File: config.mk
export PLATFORM = sky130hd
export DESIGN_NAME = ahb2apb_bridge_core
export DESIGN_NICKNAME = d
export VERILOG_FILES = /design/src/rtl/ahb2apb_pkg.sv /design/src/rtl/ahb2apb_bridge_core_apb_slave_mux.sv /design/src/rtl/ahb2apb_bridge_core.sv
export SDC_FILE = /design/constraint.sdc
export NUM_CORES = 1
export LEC_CHECK = 0
export CORE_AREA = 2 2 174 176
export DETAILED_ROUTE_END_ITERATION = 8
export DIE_AREA = 0 0 176 178
export GPL_TIMING_DRIVEN = 0
export SYNTH_ARGS = -nofsm -noshare
export SYNTH_HDL_FRONTEND = slang
export SYNTH_SLANG_ARGS = --single-unit
export TNS_END_PERCENT = 50
File: constraint.sdc
create_clock -name HCLK -period 2.73 [get_ports HCLK]
set_clock_uncertainty 0.15 [all_clocks]
set_input_delay 0.546 -clock HCLK [delete_from_list [all_inputs] [get_ports HCLK]]
set_output_delay 0.546 -clock HCLK [all_outputs]
set_load 0.01 [all_outputs]
File: src/rtl/ahb2apb_pkg.sv
// Shared types and constants for the AHB-lite to APB bridge.
//   htrans_e       : AHB HTRANS encodings
//   bridge_state_e : bridge FSM states
//   HRESP_OKAY / HRESP_ERROR : AHB response codes
//   DATA_W         : AHB/APB data width
package ahb2apb_pkg;

  localparam int unsigned DATA_W = 32;

  localparam logic HRESP_OKAY  = 1'b0;
  localparam logic HRESP_ERROR = 1'b1;

  typedef enum logic [1:0] {
    TRANS_IDLE   = 2'b00,
    TRANS_BUSY   = 2'b01,
    TRANS_NONSEQ = 2'b10,
    TRANS_SEQ    = 2'b11
  } htrans_e;

  typedef enum logic [2:0] {
    IDLE,
    WDATA,
    SETUP,
    ACCESS,
    ERR1,
    ERR2
  } bridge_state_e;

endpackage

File: src/rtl/ahb2apb_bridge_core_apb_slave_mux.sv
// Return-path multiplexer: picks the PRDATA/PREADY/PSLVERR of the slave
// addressed by sel_idx. Purely combinational.
//   sel_idx  in  IDX_W               slave index of the current transfer
//   prdata   in  DATA_W*NO_OF_SLAVES per-slave read data, slave i at [DATA_W*i +: DATA_W]
//   pready   in  NO_OF_SLAVES        per-slave ready
//   pslverr  in  NO_OF_SLAVES        per-slave error
//   rdata    out DATA_W              selected read data
//   ready    out 1                   selected ready
//   slverr   out 1                   selected error
module apb_slave_mux
  import ahb2apb_pkg::*;
#(
  parameter int unsigned NO_OF_SLAVES = 8,
  parameter int unsigned IDX_W        = 3
) (
  input  logic [IDX_W-1:0]               sel_idx,
  input  logic [DATA_W*NO_OF_SLAVES-1:0] prdata,
  input  logic [NO_OF_SLAVES-1:0]        pready,
  input  logic [NO_OF_SLAVES-1:0]        pslverr,
  output logic [DATA_W-1:0]              rdata,
  output logic                           ready,
  output logic                           slverr
);

  always_comb begin
    rdata  = '0;
    ready  = 1'b0;
    slverr = 1'b0;
    for (int unsigned i = 0; i < NO_OF_SLAVES; i++) begin
      if (sel_idx == IDX_W'(i)) begin
        rdata  = prdata[DATA_W*i +: DATA_W];
        ready  = pready[i];
        slverr = pslverr[i];
      end
    end
  end

endmodule

File: src/rtl/ahb2apb_bridge_core.sv
// AHB-lite slave to APB master bridge, one transfer at a time.
//   HCLK/HRESETn          clock, asynchronous active-low reset
//   HSELAHB, HADDR, HTRANS, HWRITE, HWDATA   AHB request
//   HRDATA, HREADY, HRESP AHB response
//   PADDR, PSELx, PENABLE, PWRITE, PWDATA    APB request (one-hot PSELx)
//   PRDATA, PREADY, PSLVERR                  per-slave APB return
module ahb2apb_bridge_core
  import ahb2apb_pkg::*;
#(
  parameter int unsigned NO_OF_SLAVES = 8,
  parameter int unsigned SLV_IDX_LSB  = 24
) (
  input  logic                           HCLK,
  input  logic                           HRESETn,
  input  logic                           HSELAHB,
  input  logic [31:0]                    HADDR,
  input  logic [1:0]                     HTRANS,
  input  logic                           HWRITE,
  input  logic [DATA_W-1:0]              HWDATA,
  output logic [DATA_W-1:0]              HRDATA,
  output logic                           HREADY,
  output logic                           HRESP,
  output logic [31:0]                    PADDR,
  output logic [NO_OF_SLAVES-1:0]        PSELx,
  output logic                           PENABLE,
  output logic                           PWRITE,
  output logic [DATA_W-1:0]              PWDATA,
  input  logic [DATA_W*NO_OF_SLAVES-1:0] PRDATA,
  input  logic [NO_OF_SLAVES-1:0]        PREADY,
  input  logic [NO_OF_SLAVES-1:0]        PSLVERR
);

  localparam int unsigned IDX_W = (NO_OF_SLAVES > 1) ? $clog2(NO_OF_SLAVES) : 1;

  bridge_state_e       state_q, state_d;
  logic [IDX_W-1:0]    idx_q, idx_d;
  logic [31:0]         paddr_q, paddr_d;
  logic                pwrite_q, pwrite_d;
  logic [DATA_W-1:0]   pwdata_q, pwdata_d;
  logic [DATA_W-1:0]   hrdata_q, hrdata_d;

  logic [IDX_W-1:0]    haddr_idx;
  logic [2**IDX_W-1:0] slot_present;
  logic                req_valid;
  logic [DATA_W-1:0]   sel_rdata;
  logic                sel_ready;
  logic                sel_slverr;

  assign haddr_idx = HADDR[SLV_IDX_LSB +: IDX_W];
  assign req_valid = HSELAHB &&
                     (htrans_e'(HTRANS) == TRANS_NONSEQ || htrans_e'(HTRANS) == TRANS_SEQ);

  // Index field can encode more slots than exist; mark the populated ones.
  always_comb begin
    slot_present = '0;
    for (int unsigned i = 0; i < NO_OF_SLAVES; i++) slot_present[i] = 1'b1;
  end

  apb_slave_mux #(
    .NO_OF_SLAVES(NO_OF_SLAVES),
    .IDX_W       (IDX_W)
  ) u_mux (
    .sel_idx(idx_q),
    .prdata (PRDATA),
    .pready (PREADY),
    .pslverr(PSLVERR),
    .rdata  (sel_rdata),
    .ready  (sel_ready),
    .slverr (sel_slverr)
  );

  always_ff @(posedge HCLK or negedge HRESETn) begin
    if (!HRESETn) begin
      state_q  <= IDLE;
      idx_q    <= '0;
      paddr_q  <= '0;
      pwrite_q <= 1'b0;
      pwdata_q <= '0;
      hrdata_q <= '0;
    end else begin
      state_q  <= state_d;
      idx_q    <= idx_d;
      paddr_q  <= paddr_d;
      pwrite_q <= pwrite_d;
      pwdata_q <= pwdata_d;
      hrdata_q <= hrdata_d;
    end
  end

  always_comb begin
    state_d  = state_q;
    idx_d    = idx_q;
    paddr_d  = paddr_q;
    pwrite_d = pwrite_q;
    pwdata_d = pwdata_q;
    hrdata_d = hrdata_q;
    case (state_q)
      // ERR2 is a response cycle with HREADY=1, so it accepts requests like IDLE.
      IDLE, ERR2: begin
        state_d = IDLE;
        if (req_valid) begin
          if (!slot_present[haddr_idx]) begin
            state_d = ERR1;
          end else begin
            paddr_d  = HADDR;
            pwrite_d = HWRITE;
            idx_d    = haddr_idx;
            state_d  = HWRITE ? WDATA : SETUP;
          end
        end
      end
      WDATA: begin
        pwdata_d = HWDATA;
        state_d  = SETUP;
      end
      SETUP:  state_d = ACCESS;
      ACCESS: begin
        if (sel_ready) begin
          if (sel_slverr) begin
            state_d = ERR1;
          end else begin
            if (!pwrite_q) hrdata_d = sel_rdata;
            state_d = IDLE;
          end
        end
      end
      ERR1:    state_d = ERR2;
      default: state_d = IDLE;
    endcase
  end

  // Handshake outputs decode straight from the state register so that an
  // asynchronous reset drops PSELx/PENABLE without waiting for a clock.
  always_comb begin
    HREADY  = (state_q == IDLE) || (state_q == ERR2);
    HRESP   = ((state_q == ERR1) || (state_q == ERR2)) ? HRESP_ERROR : HRESP_OKAY;
    PENABLE = (state_q == ACCESS);
    PSELx   = '0;
    if (state_q == SETUP || state_q == ACCESS) begin
      for (int unsigned i = 0; i < NO_OF_SLAVES; i++) PSELx[i] = (idx_q == IDX_W'(i));
    end
  end

  assign HRDATA = hrdata_q;
  assign PADDR  = paddr_q;
  assign PWRITE = pwrite_q;
  assign PWDATA = pwdata_q;

endmodule

==> qor.yml, run 1 <==
dp.cells: 1206
clock_latency_ns: 0.35
grt_overflow: 0
drt_iter0_markers: 205
ys_warn_count: 0
critPathKind: "reg -> reg"
cts_sinks: 100
fill_cells: 2790
route.detailed.drc: 0
maxSlewViolCount: 0
path_clk_slew_ns: 0.08
tns_ns: 0
synthArstFlopShare_pct: 100
syn_avg_cell_area_um2: 16.3
clkPwrFrac_pct: 12.1
max_freq_mhz: 376
crit_fanout: 6
grt_pass1_vias: 5733
drt_first_pass_iters: 4
power_leakage_nw: 4.55
tightest_slew_ns: 0.721
ys_seq_area_share_pct: 41.8
core-area_mm2: 0.0294
critPathTopFamily: "multiplexers"
pin_count: 450
fp.dieW_um: 176
antenna_found_initial: 7
rsz0062_at_grt: "false"
ys_types: 29
synth_top_area_share_pct: 41.8
power.internal_w: 0.00725
power_frac_seq_pct: 24.4
synthSimpleGateAreaFrac_pct: 2.38
instances_no_fill: 1235
cts_tree: "done"
synth_xor_xnor_area_share_pct: 0.146
cp_num_buf_inv: 2
avgRoutedWirePerCell_um: 21.3
ir_worst_vdd_uv: 301
finalHoldViolations: 0
min_period_ns: 2.66
gr-usage-all-layers_pct: 16.4
grt_pass1_wl_um: 37300
swShare_pct: 33.9
area_growth_pct: 93.1
start_util_pct: 20.3
drv_cap: 0
synthMuxAreaShare_pct: 51.8
r2r_setup_slack_ns: 0.07
synth_area_leader_cell: "dfrtp_1"
via_per_inst: 4.28
cts_buffers: 9
cts_root_buf: "clkbuf_16"
pre_cts_ws_ns: -1.11
die_h_um: 178
dieArea_mm2: 0.0313
ant_nets: 0
worst_setup_path_end_kind: "register"
grt_max_degree: 64
synthCells: 367
status: "finished, final reports clean"
postCtsHoldBufs: 0
required_ns: 2.81
synth_fp_nets: 709
cp_slowest_cell: "mux4_2"
finalPower_w: 0.0110
clockBufferDepth: 2
comb_power_share_pct: 63.6
cts.htree.levels: 3
slew_headroom_pct: 51.9
layout-drive-gt1-share_pct: 29.7
ys_seq_elements: 100
finalNetCount: 1179
dp_hpwl_um: 21800
powerDensity_mw_per_mm2: 949
fp-row-count: 63
io_buffer_count: 448
gp_congestion: 0.804
fin_crit_sh_pct: 97.5
synth_top_family_by_area: "multiplexers"
hold_path_class: "in -> async"
ys.flop_type: "dfrtp_1"
synth-compound-area-share_pct: 1.02
wl_um: 26300
reg2reg_from: "idx_q[1]$_DFFE_PN0P_"
switching_power_w: 0.00372
arrival_ns: 2.74
start_kind: "register"
synth_edf_count: 0
cp_cell_sequence: "mux4_2, mux2_4, or4_4, buf_12, buf_12, mux2_4"
syn_area_mm2: 0.00598
route.vias.total: 5289
max_stage_delay_ns: 0.53
r2r_cells: 6
setup_viol: 0
worstReg2RegEnd: "HRDATA[5]$_DFFE_PN0P_"
yosys-top-cells-area: "dfrtp_1, mux4_2, mux2_2"
fin_ws_ns: 0.0690
synth_fa_ha_area_share_pct: 0
cell type report:
cell class | count | area, um2 | share of cell area [%]
Timing Repair Buffer | 459 | 4610 | 39.9
Antenna cell | 3 | 7.51 | 0.0650
Clock inverter | 7 | 67.6 | 0.585
Multi-Input combinational cell | 235 | 3340 | 28.9
Inverter | 2 | 7.51 | 0.0650
Sequential cell | 100 | 2500 | 21.7
Clock buffer | 9 | 225 | 1.95
Buffer | 30 | 308 | 2.66
Tap cell | 390 | 488 | 4.22
per-layer routing:
layer  part of all wire (%)  GRT usage (%)
met3                    8.8           5.80
met2                     50           28.7
met1                     40           19.4
met5                   0.18              0
met4                   0.75           3.27
cell families (layout without fill, tap and decap cells):
group | Yosys count | count (layout)
buffers and inverters | 32 | 507
other | 0 | 3
and+or+nand+nor | 28 | 28
xor gates and xnor gates | 1 | 1
DFF | 100 | 100
muxes | 198 | 198
AOI/OAI and AO/OA | 8 | 8
synth_stat cells (2+ instances only):
| library cell | count |
|---|---|
| buf_1 | 3 |
| buf_2 | 6 |
| buf_8 | 3 |
| clkbuf_1 | 17 |
| dfrtp_1 | 100 |
| inv_1 | 2 |
| mux2_2 | 100 |
| mux2_4 | 30 |
| mux4_2 | 66 |
| nand2_1 | 5 |
| nand2b_1 | 5 |
| nor2_1 | 8 |
| nor2b_1 | 2 |
| nor3_1 | 4 |
| o21ai_0 | 2 |
flip-flops by register name, indices dropped and copies added, names as in the netlist:
| register | cells |
|---|---|
| idx_q | 2 |
| PWRITE | 1 |
| PADDR | 30 |
| state_q | 3 |
| PWDATA | 32 |
| HRDATA | 32 |
power by group through the flow:
stage,logic (W),registers [W],clock network [W]
floorplan,0.00334,0.00300,0
global placement,0.00668,0.00267,0
detailed placement,0.00670,0.00269,0
CTS,0.00703,0.00268,0.00138
global route,0.00743,0.00278,0.00145
finish,0.00697,0.00267,0.00132
layout by cell type (no fill, tap or decap), types with 2 or more instances in the layout:
cell type        count
buf_12               4
buf_16               3
buf_2                3
buf_4               10
buf_6                4
clkbuf_1            13
clkbuf_16           13
clkdlybuf4s50_1    432
dfrtp_1             98
dfrtp_2              2
diode_2              3
dlygate4sd2_1       15
inv_1                2
inv_6                4
mux2_2              99
mux2_4              31
mux4_2              67
nand2_1              4
nand2b_1             4
nor2_1               8
nor3_1               3
o21ai_0              2
timing repair:
item	in CTS	in global routing
pin swaps	1	2
setup endpoints to repair	69	31
buffers inserted	4	4
cloned	2	0
gates resized for setup	60	2
stage by stage:
stage	util (%)	area (um2)	hold slack, ns
final	39.3	11600	0.0217
after global routing	39.3	11500	0.0426
after floorplan	-	5980	0.100
after detailed placement	37.3	11000	0.344
after global placement	37.3	11000	0.339
after CTS	39.2	11500	0.0308
worst max path at each step:
| stage | start | end | slack [ns] | depth (start not counted) |
|---|---|---|---|---|
| after floorplan | idx_q[1]$_DFFE_PN0P_ | HRDATA[24]$_DFFE_PN0P_ | 0.11 | 6 |
| after global placement | HRESETn | HRDATA[29]$_DFFE_PN0P_ | -3.31 | 1 |
| after detailed placement | PADDR[26]$_DFFE_PN0P_ | PSELx[7] | -1.11 | 6 |
| after CTS | idx_q[1]$_DFFE_PN0P_ | HRDATA[5]$_DFFE_PN0P_ | 0.005 | 6 |
| after global routing | idx_q[1]$_DFFE_PN0P_ | HRDATA[20]$_DFFE_PN0P_ | 0.001 | 6 |
| final | idx_q[1]$_DFFE_PN0P_ | HRDATA[5]$_DFFE_PN0P_ | 0.07 | 6 |
No activity file was read; power rests on OpenSTA's default activity.
==> run 2, diff against run 1 <==
Settings changed: ABC_AREA from default to 1, CORE_AREA 2 2 174 176 to 2 2 176 178, DIE_AREA 0 0 176 178 to 0 0 178 180.
==> run 2 against run 1 <==
Against the previous run:
- register-to-register slack improved by 0.04 ns
- wire length increased by 35%
- critical path depth increased by 4
- count of clock-buffer cells in the layout unchanged
- area after synthesis increased by 4.8%
- design area increased by 0.50%
- maximum frequency increased by 1.6%
- sequential cell count unchanged
- hold slack improved by 0.021 ns
- cell count increased by 39%
- total power increased by 2.8%
- via count increased by 57%
- critical path type unchanged
==> qor.yml, run 2 <==
status: "finished, final reports clean"
met1_usage_pct: 26.3
required_ns: 2.87
gp_congestion: 0.969
ys_seq_area_share_pct: 39.9
wl_um: 35600
clock_latency_ns: 0.36
synth_fp_nets: 1199
postCtsHoldBufs: 0
crit_fanout: 19
grt_max_degree: 62
finalNetCount: 1656
power_frac_seq_pct: 22.6
max_freq_mhz: 382
tightest_slew_ns: 0.825
synth.most_common_cell: "nand2_1"
arrival_ns: 2.76
switching_power_w: 0.00545
via_per_inst: 4.82
syn_area_mm2: 0.00627
final_cell_mix: "clkdlybuf4s50_1, nand2_1, nand4_1"
cp_common_cell: "nand4_1"
dp_hpwl_um: 29000
die_h_um: 180
setup_viol: 0
grt_overflow: 0
finalHoldViolations: 0
start_util_pct: 20.8
holdWs_ns: 0.0429
dieArea_mm2: 0.0320
worst_setup_path_end_kind: "register"
grt_pass1_wl_um: 51300
tns_ns: 0
synth_top_area_share_pct: 39.9
path_clk_slew_ns: 0.08
grtUsageMet3_pct: 6.01
min_period_ns: 2.62
synth_commonest_cells: "nand2_1, nand4_1, dfrtp_1"
fp-row-count: 64
grt.busiest_layer: "met2"
max_stage_delay_ns: 0.48
fill_cells: 3162
slew_headroom_pct: 44.7
drt_iter0_markers: 570
synth_area_leader_cell: "dfrtp_1"
clkPwrFrac_pct: 11.5
pin_count: 450
cp_slowest_cell: "clkbuf_1"
io_buffer_count: 448
ir_worst_vdd_uv: 383
grt_pass1_vias: 8253
swShare_pct: 48.3
critPathKind: "reg -> reg"
area_growth_pct: 85.2
cp_cell_sequence: "buf_4, inv_2, buf_4, clkbuf_1, nand4_1, nand4_1, nor2_1, nand4_1, nand4_1, nand2_1"
cts_tree: "done"
hold_path_class: "in -> async"
rsz0062_at_grt: "true"
maxSlewViolCount: 0
drv_cap: 0
clockBufferDepth: 2
ant_nets: 0
layout-drive-gt1-share_pct: 7.28
comb_power_share_pct: 65.9
synthCells: 857
syn_avg_cell_area_um2: 7.32
cts_buffers: 9
fin_crit_sh_pct: 95.9
ys_warn_count: 0
route.vias.total: 8291
power.internal_w: 0.00582
avgRoutedWirePerCell_um: 20.7
gr-usage-all-layers_pct: 21.5
ys_types: 24
power_leakage_nw: 4.88
yosys-top-cells-area: "dfrtp_1, nand4_1, nand2_1"
antenna_found_initial: 7
grtUsageMet2_pct: 36.0
cts.htree.levels: 3
powerDensity_mw_per_mm2: 971
synthArstFlopShare_pct: 100
start_kind: "register"
cts_sinks: 100
synth_edf_count: 0
core-area_mm2: 0.0302
drt_first_pass_iters: 7
ys_seq_elements: 100
fp.dieW_um: 178
cts_root_buf: "clkbuf_16"
route.detailed.drc: 0
ys.flop_type: "dfrtp_1"
mostFrequentLayoutCell: "clkdlybuf4s50_1"
run 2: cell count changes in the layout (fill, tap and decap cells not counted), moves of 8 or more:
cell	delta
inv_1	+40
buf_2	+15
mux2_4	-31
mux2_2	-67
dlygate4sd2_1	-9
nand4_1	+197
nor2_1	+70
buf_1	+8
mux4_2	-67
clkdlybuf4s50_1	+9
nand3_1	+38
clkbuf_1	+20
nand2_1	+259
run 2: power groups by stage:
stage                     clock, W  combinational (W)  sequential (W)
after global placement           0            0.00730         0.00255
after floorplan                  0            0.00326         0.00284
after detailed placement         0            0.00734         0.00257
final                      0.00130            0.00743         0.00255
after CTS                  0.00134            0.00739         0.00257
after global routing       0.00142            0.00801         0.00264
run 2: critical path: cells and delay by family (launching register included):
| kind | cells | cell delay (ns) |
|---|---|---|
| flops | 1 | 0.38 |
| simple gates | 6 | 0.94 |
| buf+inv | 4 | 1.07 |
run 2: per-layer routing:
metal  vias to the layer above  part of all wire, %
met5                         -                0.076
met4                         4                  2.9
met3                        75                   10
met2                       480                   47
met1                      3839                   40
li1                       3893                    -
run 2: cell type report:
type	count	area, um2	area share (%)
timing repair buffer	452	4520	39.0
multi-input combinational	635	3280	28.3
sequential	100	2500	21.6
tap	396	495	4.27
buffer	70	330	2.84
clock buffer	9	225	1.94
inverter	46	173	1.49
clock inverter	7	67.6	0.582
antenna	5	12.5	0.108
run 2: logic make-up after synthesis:
| kind of cell | Yosys count | synth area share (%) |
|---|---|---|
| AO/OA/AOI/OAI | 11 | 0.978 |
| multiplexers | 32 | 5.75 |
| flip-flops | 100 | 39.9 |
| AND/OR/NAND/NOR | 592 | 45.2 |
| buffers and inverters | 122 | 8.16 |
run 2: worst paths after layout:
| check | from | to | cells after the start | slack (ns) |
|---|---|---|---|---|
| max in group asynchronous | HRESETn | PADDR[26]$_DFFE_PN0P_ | 2 | 1.65 |
| setup / recovery | idx_q[0]$_DFFE_PN0P_ | HRDATA[20]$_DFFE_PN0P_ | 10 | 0.11 |
| setup reg to reg | idx_q[0]$_DFFE_PN0P_ | HRDATA[20]$_DFFE_PN0P_ | 10 | 0.11 |
| min in group HCLK | PADDR[8]$_DFFE_PN0P_ | PADDR[8]$_DFFE_PN0P_ | 2 | 0.33 |
| hold reg to reg | PADDR[8]$_DFFE_PN0P_ | PADDR[8]$_DFFE_PN0P_ | 2 | 0.33 |
| hold / removal | HRESETn | PWDATA[10]$_DFFE_PN0N_ | 1 | 0.04 |
run 2: metrics by stage:
step	util [%]	cells	worst slack (ns)	power, W	cell area, um2
global placement	37.3	1701	-3.16	0.00986	11200
finish	38.5	1720	0.111	0.0113	11600
global route	38.4	1717	-0.0125	0.0121	11600
floorplan	-	857	0.571	0.00610	6270
detailed placement	37.3	1702	-0.109	0.00991	11300
CTS	38.4	1714	0.0193	0.0113	11600
run 2: repair_timing:
action	CTS	global route
gates resized for setup	19	2
setup buffers	1	2
setup endpoints to repair	40	15
pin swaps	1	0
==> run 3, diff against run 2 <==
Settings changed: SETUP_SLACK_MARGIN from default to 0.15.
==> run 3 against run 2 <==
Against the previous run:
- total power up 1.5%
- sequential share of layout area down 0.21 points
- maximum frequency up 4.3%
- design area up 0.99%
- sequential power about the same
- worst setup slack better by 0.11 ns
- sequential cell count unchanged
- register-to-register slack better by 0.11 ns
- cell count up 0.52%
- die area unchanged
- clock power about the same
==> qor.yml, run 3 (synthesis gave the netlist of run 2 again) <==
cts.htree.levels: 3
cts_sinks: 100
route.vias.total: 8347
dp_hpwl_um: 29000
grt_overflow: 0
core-area_mm2: 0.0302
route.detailed.drc: 0
max_stage_delay_ns: 0.48
start_kind: "register"
instances_no_fill: 1729
holdWs_ns: 0.0435
dr_wl_met3_um: 3440
gp_congestion: 0.969
fin_ws_ns: 0.219
critPathKind: "reg -> reg"
status: "finished, final reports clean"
wl_um: 35700
drv_cap: 0
via_per_inst: 4.83
pin_count: 450
finalHoldViolations: 0
slew_headroom_pct: 54.1
dieArea_mm2: 0.0320
drt_first_pass_iters: 5
cp_common_cell: "nand4_1"
finalNetCount: 1665
max_freq_mhz: 398
rsz0062_at_grt: "false"
power_leakage_nw: 4.98
cp_slowest_cell: "clkbuf_1"
grt_pass1_wl_um: 51500
pre_cts_ws_ns: -0.109
cp_cell_sequence: "buf_6, inv_2, buf_4, clkbuf_1, nand4_1, nand4_1, nor2_1, nand4_1, nand4_1, nand2_1"
powerDensity_mw_per_mm2: 975
gr-usage-all-layers_pct: 21.5
drt_iter0_markers: 637
grt_max_degree: 62
cts_root_buf: "clkbuf_16"
ant_nets: 0
dp.cells: 1702
worst_setup_path_end_kind: "register"
grt_pass1_vias: 8267
start_util_pct: 20.8
clockBufferDepth: 2
mostFrequentLayoutCell: "clkdlybuf4s50_1"
antenna_found_initial: 7
ir_worst_vdd_uv: 401
final_cell_mix: "clkdlybuf4s50_1, nand2_1, nand4_1"
wl_met1_um: 14300
fin_crit_sh_pct: 92.0
maxSlewViolCount: 0
fp.dieW_um: 178
cts_tree: "done"
wl_met2_um: 16900
hold_path_class: "in -> async"
die_h_um: 180
cts_buffers: 9
tightest_slew_ns: 0.686
setup_viol: 0
path_clk_slew_ns: 0.08
min_period_ns: 2.51
fp-row-count: 64
io_buffer_count: 448
arrival_ns: 2.65
clock_latency_ns: 0.36
layout-drive-gt1-share_pct: 8.81
required_ns: 2.87
area_growth_pct: 87.1
crit_fanout: 10
routed.top_layer: "met5"
avgRoutedWirePerCell_um: 20.7
run 3: worst max-delay path, delay by kind of cell (launching register included):
kind,cells,cell delay [ns]
buf+inv,4,0.97
simple gates,6,0.93
flops,1,0.40
run 3: worst paths after layout:
| check | from | endpoint | slack, ns | cells after the start |
|---|---|---|---|---|
| hold / removal | HRESETn | PWDATA[10]$_DFFE_PN0N_ | 0.04 | 1 |
| max in group asynchronous | HRESETn | PADDR[26]$_DFFE_PN0P_ | 1.65 | 2 |
| setup / recovery | idx_q[0]$_DFFE_PN0P_ | HRDATA[20]$_DFFE_PN0P_ | 0.22 | 10 |
| setup reg to reg | idx_q[0]$_DFFE_PN0P_ | HRDATA[20]$_DFFE_PN0P_ | 0.22 | 10 |
| min in group HCLK | PADDR[8]$_DFFE_PN0P_ | PADDR[8]$_DFFE_PN0P_ | 0.33 | 2 |
| hold reg to reg | PADDR[8]$_DFFE_PN0P_ | PADDR[8]$_DFFE_PN0P_ | 0.33 | 2 |
run 3: metrics by stage:
stage	utilization (%)	instance area [um2]	TNS [ns]	total power, W
6_report	38.9	11700	0	0.0114
5_1_grt	38.8	11700	0	0.0122
4_1_cts	38.8	11700	0	0.0115
3_5_place_dp	37.3	11300	-2.59	0.00991
3_3_place_gp	37.3	11200	-316.12	0.00986
2_1_floorplan	-	6270	0	0.00610
run 3: where the power goes:
| group | internal [W] | switching (W) | total [W] | leakage, nW |
|---|---|---|---|---|
| Combinational | 0.00311 | 0.00448 | 0.00760 | 3.60 |
| Clock | 0.000646 | 0.000641 | 0.00129 | 0.146 |
| Sequential | 0.00216 | 0.000391 | 0.00255 | 1.23 |
run 3: timing repair:
action,4_1_cts,5_1_grt
resized for setup,54,14
pin swaps,1,1
hold buffers,0,0
setup buffers,4,2
setup endpoints to repair,42,28
run 3: area by class of cell:
type	count	area, um2
Multi-Input combinational cell	635	3320
Timing Repair Buffer	455	4530
Sequential cell	100	2500
Fill cell	3148	18500
Antenna cell	5	12.5
Buffer	76	393
Clock inverter	7	67.6
Clock buffer	9	225
Tap cell	396	495
Inverter	46	175
run 3: per-layer routing:
| layer | up-vias | track usage [%] |
|---|---|---|
| met4 | 4 | 6.89 |
| met3 | 75 | 5.92 |
| li1 | 3918 | - |
| met2 | 486 | 36.2 |
| met1 | 3864 | 26.5 |
| met5 | - | 0 |
